<file path="src/rtl/load_store_unit_pkg.sv">
// Shared types, size codes and lane helpers for the load/store unit.
// Pure declarations; no state.
// Consumed by the LSU top, its align sub-block and the bus interface.
package load_store_unit_pkg;

  typedef logic [31:0] word_t;
  typedef logic [2:0]  mem_addr_t;

  typedef enum logic [1:0] {
    ST_IDLE = 2'd0,
    ST_REQ  = 2'd1,
    ST_WAIT = 2'd2,
    ST_DONE = 2'd3
  } lsu_state_t;

  typedef enum logic [1:0] {
    ERR_NONE     = 2'd0,
    ERR_MISALIGN = 2'd1,
    ERR_BADSIZE  = 2'd2,
    ERR_TIMEOUT  = 2'd3
  } lsu_err_t;

  localparam mem_addr_t SZ_B  = 3'd0;
  localparam mem_addr_t SZ_H  = 3'd1;
  localparam mem_addr_t SZ_W  = 3'd2;
  localparam mem_addr_t SZ_BU = 3'd4;
  localparam mem_addr_t SZ_HU = 3'd5;

  // Byte-lane write strobes for an access of the given size at byte offset off.
  function automatic logic [3:0] lsu_wstrb(mem_addr_t size, logic [1:0] off);
    logic [3:0] s;
    s = 4'b0000;
    case (size)
      SZ_B, SZ_BU: s = 4'b0001 << off;
      SZ_H, SZ_HU: s = off[1] ? 4'b1100 : 4'b0011;
      SZ_W:        s = 4'b1111;
      default:     s = 4'b0000;
    endcase
    return s;
  endfunction

  // Halves need an even address, words a 4-byte aligned one.
  function automatic logic lsu_misaligned(mem_addr_t size, logic [1:0] off);
    logic m;
    m = 1'b0;
    case (size)
      SZ_H, SZ_HU: m = off[0];
      SZ_W:        m = (off != 2'b00);
      default:     m = 1'b0;
    endcase
    return m;
  endfunction

endpackage

</file>
<file path="src/rtl/load_store_unit_if.sv">
// Word-aligned valid/ready memory bus between the LSU and data memory.
// Request phase held until valid&ready; read data returns later on rvalid.
// master = LSU side, slave = memory side.
interface load_store_unit_if;
  import load_store_unit_pkg::*;

  logic        bus_valid;
  logic        bus_ready;
  logic        bus_we;
  word_t       bus_addr;
  logic [3:0]  bus_wstrb;
  word_t       bus_wdata;
  logic        bus_rvalid;
  word_t       bus_rdata;

  modport master (
    output bus_valid, bus_we, bus_addr, bus_wstrb, bus_wdata,
    input  bus_ready, bus_rvalid, bus_rdata
  );

  modport slave (
    input  bus_valid, bus_we, bus_addr, bus_wstrb, bus_wdata,
    output bus_ready, bus_rvalid, bus_rdata
  );

endinterface

</file>
<file path="src/rtl/lsu_align.sv">
// Byte-lane steering: store replication/strobes and load shift/extension.
// Purely combinational, zero latency.
// No flow control; callers qualify the results.
module lsu_align
  import load_store_unit_pkg::*;
(
  input  mem_addr_t  i_st_size,
  input  logic [1:0] i_st_off,
  input  logic       i_st_we,
  input  word_t      i_st_data,
  output logic [3:0] o_wstrb,
  output word_t      o_wdata,
  input  mem_addr_t  i_ld_size,
  input  logic [1:0] i_ld_off,
  input  word_t      i_rdata,
  output word_t      o_ld_data
);

  word_t w_x;

  // Store path: replicate the low bytes across every lane; loads drive zeros.
  always_comb begin
    o_wstrb = 4'b0000;
    o_wdata = '0;
    if (i_st_we) begin
      o_wstrb = lsu_wstrb(i_st_size, i_st_off);
      case (i_st_size)
        SZ_B:    o_wdata = {4{i_st_data[7:0]}};
        SZ_H:    o_wdata = {2{i_st_data[15:0]}};
        default: o_wdata = i_st_data;
      endcase
    end
  end

  // Load path: shift the addressed byte/half down to bit 0, then extend.
  always_comb begin
    w_x       = i_rdata >> {i_ld_off, 3'b000};
    o_ld_data = w_x;
    case (i_ld_size)
      SZ_B:    o_ld_data = {{24{w_x[7]}}, w_x[7:0]};
      SZ_BU:   o_ld_data = {24'd0, w_x[7:0]};
      SZ_H:    o_ld_data = {{16{w_x[15]}}, w_x[15:0]};
      SZ_HU:   o_ld_data = {16'd0, w_x[15:0]};
      default: o_ld_data = w_x;
    endcase
  end

endmodule

</file>
<file path="src/rtl/load_store_unit.sv">
// Core data-port to valid/ready bus bridge with fault and timeout detection.
// Store: done 2 cycles after request; load: 3 cycles minimum.
// Core stalled while the access is outstanding; bus request held until ready.
module load_store_unit
  import load_store_unit_pkg::*;
#(
  parameter int TIMEOUT_CYCLES = 255
) (
  input  logic       clk,
  input  logic       rst,
  input  logic       i_req_rd,
  input  logic       i_req_wr,
  input  word_t      i_req_addr,
  input  mem_addr_t  i_req_size,
  input  word_t      i_req_wdata,
  output logic       o_stall,
  output logic       o_done,
  output word_t      o_rdata,
  output logic       o_err,
  output logic [1:0] o_err_cause,
  load_store_unit_if.master bus
);

  localparam logic [15:0] LP_TIMEOUT = 16'(TIMEOUT_CYCLES);

  lsu_state_t  r_state, w_state_nxt;
  word_t       r_addr;
  mem_addr_t   r_size;
  logic        r_we;
  logic [3:0]  r_wstrb;
  word_t       r_wdata;
  word_t       r_rdata;
  logic        r_to;
  logic [15:0] r_cnt;

  logic        w_req, w_is_store, w_badsize, w_misalign;
  logic        w_accept, w_capture, w_timeout, w_cnt_hit;
  logic [15:0] w_cnt_nxt;
  logic [3:0]  w_st_strb;
  word_t       w_st_data, w_ld_data;

  // A load wins when both strobes are set; nothing is accepted while in reset.
  assign w_req      = (i_req_rd | i_req_wr) & rst;
  assign w_is_store = ~i_req_rd & i_req_wr;
  assign w_badsize  = i_req_rd ? (i_req_size == 3'd3 || i_req_size == 3'd6 || i_req_size == 3'd7)
                               : (i_req_size > SZ_W);
  assign w_misalign = lsu_misaligned(i_req_size, i_req_addr[1:0]);
  assign w_cnt_nxt  = r_cnt + 16'd1;
  assign w_cnt_hit  = (w_cnt_nxt == LP_TIMEOUT);

  lsu_align u_align (
    .i_st_size (i_req_size),
    .i_st_off  (i_req_addr[1:0]),
    .i_st_we   (w_is_store),
    .i_st_data (i_req_wdata),
    .o_wstrb   (w_st_strb),
    .o_wdata   (w_st_data),
    .i_ld_size (r_size),
    .i_ld_off  (r_addr[1:0]),
    .i_rdata   (bus.bus_rdata),
    .o_ld_data (w_ld_data)
  );

  assign bus.bus_valid = (r_state == ST_REQ);
  assign bus.bus_we    = r_we;
  assign bus.bus_addr  = {r_addr[31:2], 2'b00};
  assign bus.bus_wstrb = r_wstrb;
  assign bus.bus_wdata = r_wdata;

  // Next state and core-facing outputs; a completion event beats a timeout in the same cycle.
  always_comb begin
    w_state_nxt = r_state;
    w_accept    = 1'b0;
    w_capture   = 1'b0;
    w_timeout   = 1'b0;
    o_stall     = 1'b0;
    o_done      = 1'b0;
    o_err       = 1'b0;
    o_err_cause = ERR_NONE;
    o_rdata     = '0;
    case (r_state)
      ST_IDLE: begin
        if (w_req) begin
          if (w_badsize) begin
            o_err       = 1'b1;
            o_err_cause = ERR_BADSIZE;
          end else if (w_misalign) begin
            o_err       = 1'b1;
            o_err_cause = ERR_MISALIGN;
          end else begin
            o_stall     = 1'b1;
            w_accept    = 1'b1;
            w_state_nxt = ST_REQ;
          end
        end
      end
      ST_REQ: begin
        o_stall = 1'b1;
        if (bus.bus_ready) begin
          w_state_nxt = r_we ? ST_DONE : ST_WAIT;
        end else if (w_cnt_hit) begin
          w_timeout   = 1'b1;
          w_state_nxt = ST_DONE;
        end
      end
      ST_WAIT: begin
        o_stall = 1'b1;
        if (bus.bus_rvalid) begin
          w_capture   = 1'b1;
          w_state_nxt = ST_DONE;
        end else if (w_cnt_hit) begin
          w_timeout   = 1'b1;
          w_state_nxt = ST_DONE;
        end
      end
      default: begin
        o_done      = 1'b1;
        o_rdata     = r_rdata;
        o_err       = r_to;
        o_err_cause = r_to ? ERR_TIMEOUT : ERR_NONE;
        w_state_nxt = ST_IDLE;
      end
    endcase
  end

  // State register.
  always_ff @(posedge clk) begin
    if (!rst) r_state <= ST_IDLE;
    else      r_state <= w_state_nxt;
  end

  // Request latch, timeout counter and load result capture.
  always_ff @(posedge clk) begin
    if (!rst) begin
      r_addr  <= '0;
      r_size  <= '0;
      r_we    <= 1'b0;
      r_wstrb <= 4'b0000;
      r_wdata <= '0;
      r_rdata <= '0;
      r_to    <= 1'b0;
      r_cnt   <= '0;
    end else begin
      if (w_accept) begin
        r_addr  <= i_req_addr;
        r_size  <= i_req_size;
        r_we    <= w_is_store;
        r_wstrb <= w_st_strb;
        r_wdata <= w_st_data;
        r_rdata <= '0;
        r_to    <= 1'b0;
        r_cnt   <= '0;
      end else if (r_state == ST_REQ || r_state == ST_WAIT) begin
        r_cnt <= w_cnt_nxt;
      end
      if (w_capture) r_rdata <= w_ld_data;
      if (w_timeout) begin
        r_to    <= 1'b1;
        r_rdata <= '0;
      end
    end
  end

endmodule

</file>
<file path="src/flat_wrapper.sv">
// flat-port wrapper written by rule: the top's interface ports become plain ports
module load_store_unit_flat import load_store_unit_pkg::*;
#(
  parameter int TIMEOUT_CYCLES = 255
)
  (clk, rst, i_req_rd, i_req_wr, i_req_addr, i_req_size, i_req_wdata, o_stall, o_done, o_rdata, o_err, o_err_cause, bus_bus_valid, bus_bus_we, bus_bus_addr, bus_bus_wstrb, bus_bus_wdata, bus_bus_ready, bus_bus_rvalid, bus_bus_rdata);
  load_store_unit_if bus_i ();
  input  logic clk;
  input  logic rst;
  input  logic i_req_rd;
  input  logic i_req_wr;
  input  word_t i_req_addr;
  input  mem_addr_t i_req_size;
  input  word_t i_req_wdata;
  output logic o_stall;
  output logic o_done;
  output word_t o_rdata;
  output logic o_err;
  output logic [1:0] o_err_cause;
  output wire logic [$bits(bus_i.bus_valid)-1:0] bus_bus_valid;
  output wire logic [$bits(bus_i.bus_we)-1:0] bus_bus_we;
  output wire logic [$bits(bus_i.bus_addr)-1:0] bus_bus_addr;
  output wire logic [$bits(bus_i.bus_wstrb)-1:0] bus_bus_wstrb;
  output wire logic [$bits(bus_i.bus_wdata)-1:0] bus_bus_wdata;
  input wire logic [$bits(bus_i.bus_ready)-1:0] bus_bus_ready;
  input wire logic [$bits(bus_i.bus_rvalid)-1:0] bus_bus_rvalid;
  input wire logic [$bits(bus_i.bus_rdata)-1:0] bus_bus_rdata;
  assign bus_bus_valid = bus_i.bus_valid;
  assign bus_bus_we = bus_i.bus_we;
  assign bus_bus_addr = bus_i.bus_addr;
  assign bus_bus_wstrb = bus_i.bus_wstrb;
  assign bus_bus_wdata = bus_i.bus_wdata;
  assign bus_i.bus_ready = bus_bus_ready;
  assign bus_i.bus_rvalid = bus_bus_rvalid;
  assign bus_i.bus_rdata = bus_bus_rdata;
  load_store_unit #(.TIMEOUT_CYCLES(TIMEOUT_CYCLES)) u_core (.clk(clk), .rst(rst), .i_req_rd(i_req_rd), .i_req_wr(i_req_wr), .i_req_addr(i_req_addr), .i_req_size(i_req_size), .i_req_wdata(i_req_wdata), .o_stall(o_stall), .o_done(o_done), .o_rdata(o_rdata), .o_err(o_err), .o_err_cause(o_err_cause), .bus(bus_i));
endmodule
</file>
<file path="config.mk">
export PLATFORM = sky130hd
export DESIGN_NAME = load_store_unit_flat
export DESIGN_NICKNAME = d
export VERILOG_FILES = /design/src/rtl/load_store_unit_pkg.sv /design/src/rtl/load_store_unit_if.sv /design/src/rtl/lsu_align.sv /design/src/rtl/load_store_unit.sv /design/src/flat_wrapper.sv
export SDC_FILE = /design/constraint.sdc
export NUM_CORES = 1
export LEC_CHECK = 0
export ABC_AREA = 1
export BUFFER_PORTS_ARGS = -buffer_cell sky130_fd_sc_hd__buf_2
export CAP_MARGIN = 20
export CORE_MARGIN = 2
export CORE_UTILIZATION = 46
export DETAILED_ROUTE_END_ITERATION = 16
export PLACE_DENSITY_LB_ADDON = 0.2
export SYNTH_ARGS = -nofsm -noshare
export SYNTH_HDL_FRONTEND = slang
export SYNTH_SLANG_ARGS = --single-unit
</file>
<file path="constraint.sdc">
create_clock -name clk -period 1.7 [get_ports clk]
set_input_delay 0.085 -clock clk [delete_from_list [all_inputs] [get_ports clk]]
set_output_delay 0.085 -clock clk [all_outputs]
set_load 0.02 [all_outputs]
</file>
==> metrics.cfg <==
[routing]
drtIter0Drc = 548
vias_per_cell = 5.21
drc = 0
wire_per_inst_um = 15.0
dr.pass1.iters = 5
ant_nets = 0
routed_wirelength_um = 20100
num_vias = 6980

[place]
place_congestion = 0.873
io_buffers = 209
place_hpwl_um = 13500
place_ws_ns = -0.204
dp_cells = 1241

[global_route]
overflow = 0
grt_pass1_vias = 6459
grt_usage = 0.258
antenna_found_initial = 1
grt_max_degree = 44
grt_pass1_wl_um = 30800

[yosys]
ys.flop_type = dfxtp_1
synth_edf_count = 0
ys_seq_area_frac = 0.379
ys_seq_elements = 123
synthesis.area_um2 = 6490
synthDistinctLibCells = 44
yosysWarnings = 0
synthCells = 882
async_flop_share = 0
avgSynthCellArea_um2 = 7.36

[critical_path]
path_class = flip-flop to flip-flop
cp.arrival_ns = 2.16
start_kind = flip-flop
end_kind = flip-flop
critPathRequiredTime_ns = 2.00
cp_max_fo = 9

[floorplan]
die_area_um2 = 15100
core_area_um2 = 13800
initial_core_util = 0.470
fp.dieH_um = 123
pin_count = 212
die_width_um = 123
rows = 43

[layout]
drive_gt1_frac = 0.348
fillers = 1180
fin_nets = 1258
synthToLayoutAreaGrowth_pct = 43.0
mostFrequentLayoutCell = nand2_1
num_antenna_cells = 0
multi_input_area_um2 = 3290
final_cell_mix = 185 x nand2_1, 181 x buf_2, 116 x dfxtp_1
final_cells = 1339
regArea_um2 = 2480
utilization = 0.672

[run]
max_cap_violations = 0

[clock_network]
path_clk_slew_ns = 0.06
cts_max_level = 4
cts_tree = done
numCtsBuffers = 17
clock_sinks = 123
cts_buffer_depth = 2
insertion_delay_ns = 0.41
cts_root_buf = clkbuf_16

[outcome]
violations = negative setup slack
status = complete, but fails checks

[pwr]
ir_drop_uv = 656
powerDensity_nw_per_um2 = 928
power_mw = 8.62
p_leak_nw = 4.34

[timing]
finalClockSkew_ns = 0.00849
timing.fmax_mhz = 538
tns_ns = -4.86
layout_setup_ws_ns = -0.159
setup_viol = 38
finalCritPeriodShare = 1.09
period_minus_slack_ns = 1.86
drv_slew = 0
rsz0062_at_grt = true
hold_viol_final = 0

[worst_hold_path]
hp-class = primary input to flip-flop

[metrics by stage]
step / hold slack, ns / cell area [um^2]
final: 0.0216 / 9290
after global routing: 0.0279 / 9290
after CTS: 0.00142 / 8930
after detailed placement: 0.306 / 7760
after global placement: 0.300 / 7760
after floorplan: 0.218 / 6530
[critical path, stage by stage (launching register included)]
cell	delay, ns
dfxtp_4	0.37
ha_4	0.16
nand3_4	0.11
nor2_4	0.14
nand2_1	0.06
nand2_1	0.05
nand2_1	0.06
inv_1	0.05
nand2_1	0.06
nor2_2	0.09
nand3_2	0.08
nand3b_4	0.19
nand2_8	0.13
buf_12	0.15
a21oi_2	0.04
[where the power goes]
group          switching [mW]  internal (mW)  total [mW]
Sequential              0.110           3.06        3.17
Clock                    1.34           2.00        3.34
Combinational            1.21          0.891        2.10
Total                    2.66           5.95        8.62
[Yosys cell counts (2+ instances only)]
cell,instances,area share
nand2_1,192,0.11
dfxtp_1,123,0.38
inv_1,76,0.044
o21ai_0,73,0.056
nor2_1,67,0.039
nand3_1,53,0.041
a21oi_1,49,0.038
buf_4,33,0.038
clkbuf_1,33,0.019
a21oi_2,30,0.040
a22o_1,23,0.031
a221o_1,14,0.022
o31ai_1,14,0.016
nand4_1,12,0.012
buf_2,11,0.0085
nor2_2,9,0.0087
ha_1,7,0.013
mux2i_1,7,0.011
nand2_2,5,0.0048
o22ai_1,5,0.0048
inv_2,4,0.0023
o21ai_1,4,0.0031
or2_2,4,0.0039
a31oi_1,3,0.0029
buf_12,3,0.0093
buf_6,3,0.0052
clkinv_1,3,0.0017
nor2_4,3,0.0052
a311oi_1,2,0.0027
nand3_2,2,0.0031
nand3b_4,2,0.0062
[flip-flops by register name, summed over array words and instances, names as in the netlist]
| signal | flops |
|---|---|
| u_core.bus.bus_wdata | 32 |
| u_core.r_addr | 32 |
| u_core.r_rdata | 32 |
| u_core.r_cnt | 16 |
| u_core.bus.bus_wstrb | 4 |
| u_core.r_size | 3 |
| u_core.r_state | 2 |
| u_core.bus.bus_we | 1 |
| u_core.r_to | 1 |
[cell families (layout without fill, tap and decap cells)]
family / count (synthesis) / after routing / share of synthesized area
and+or+nand+nor: 356 / 356 / 0.245
DFF: 123 / 123 / 0.379
AOI/OAI and AO/OA: 219 / 219 / 0.219
other: 1 / 2 / 0.000578
buffers and inverters: 167 / 443 / 0.129
adders and majority gates: 7 / 7 / 0.0135
xor gates and xnor gates: 2 / 2 / 0.00270
muxes: 7 / 7 / 0.0108
[final timing paths]
kind | cells past startpoint | slack, ns | to | startpoint
worst min register to register | 2 | 0.45 | u_core.bus.bus_wdata[25] | u_core.bus.bus_wdata[25]
worst max register to register | 14 | -0.16 | u_core.r_rdata[16] | u_core.r_cnt[1]
worst max-delay path | 14 | -0.16 | u_core.r_rdata[16] | u_core.r_cnt[1]
worst min-delay path | 4 | 0.02 | u_core.bus.bus_wdata[16] | i_req_wdata[16]
[cell type report]
class	count	area share
Inverter	83	0.0344
Tap cell	180	0.0243
Timing Repair Buffer	328	0.261
Multi-Input combinational cell	593	0.354
Clock inverter	15	0.0137
Clock buffer	17	0.0458
Sequential cell	123	0.267
[layer usage]
| metal | track usage | routed length [um] |
|---|---|---|
| met3 | 0.0785 | 1690 |
| met4 | 0.0711 | 405 |
| met1 | 0.324 | 8410 |
| met2 | 0.429 | 9600 |
| met5 | 0 | 16 |
[what timing repair did]
item | in CTS | in global routing
hold endpoints to repair | 54 | 0
cloned | 0 | 4
gates resized for setup | 22 | 73
setup endpoints to repair | 71 | 67
setup buffers | 1 | 8
pin swaps | 4 | 6
hold buffers | 54 | 0
Note: power is estimated with default switching activity, not from simulation.
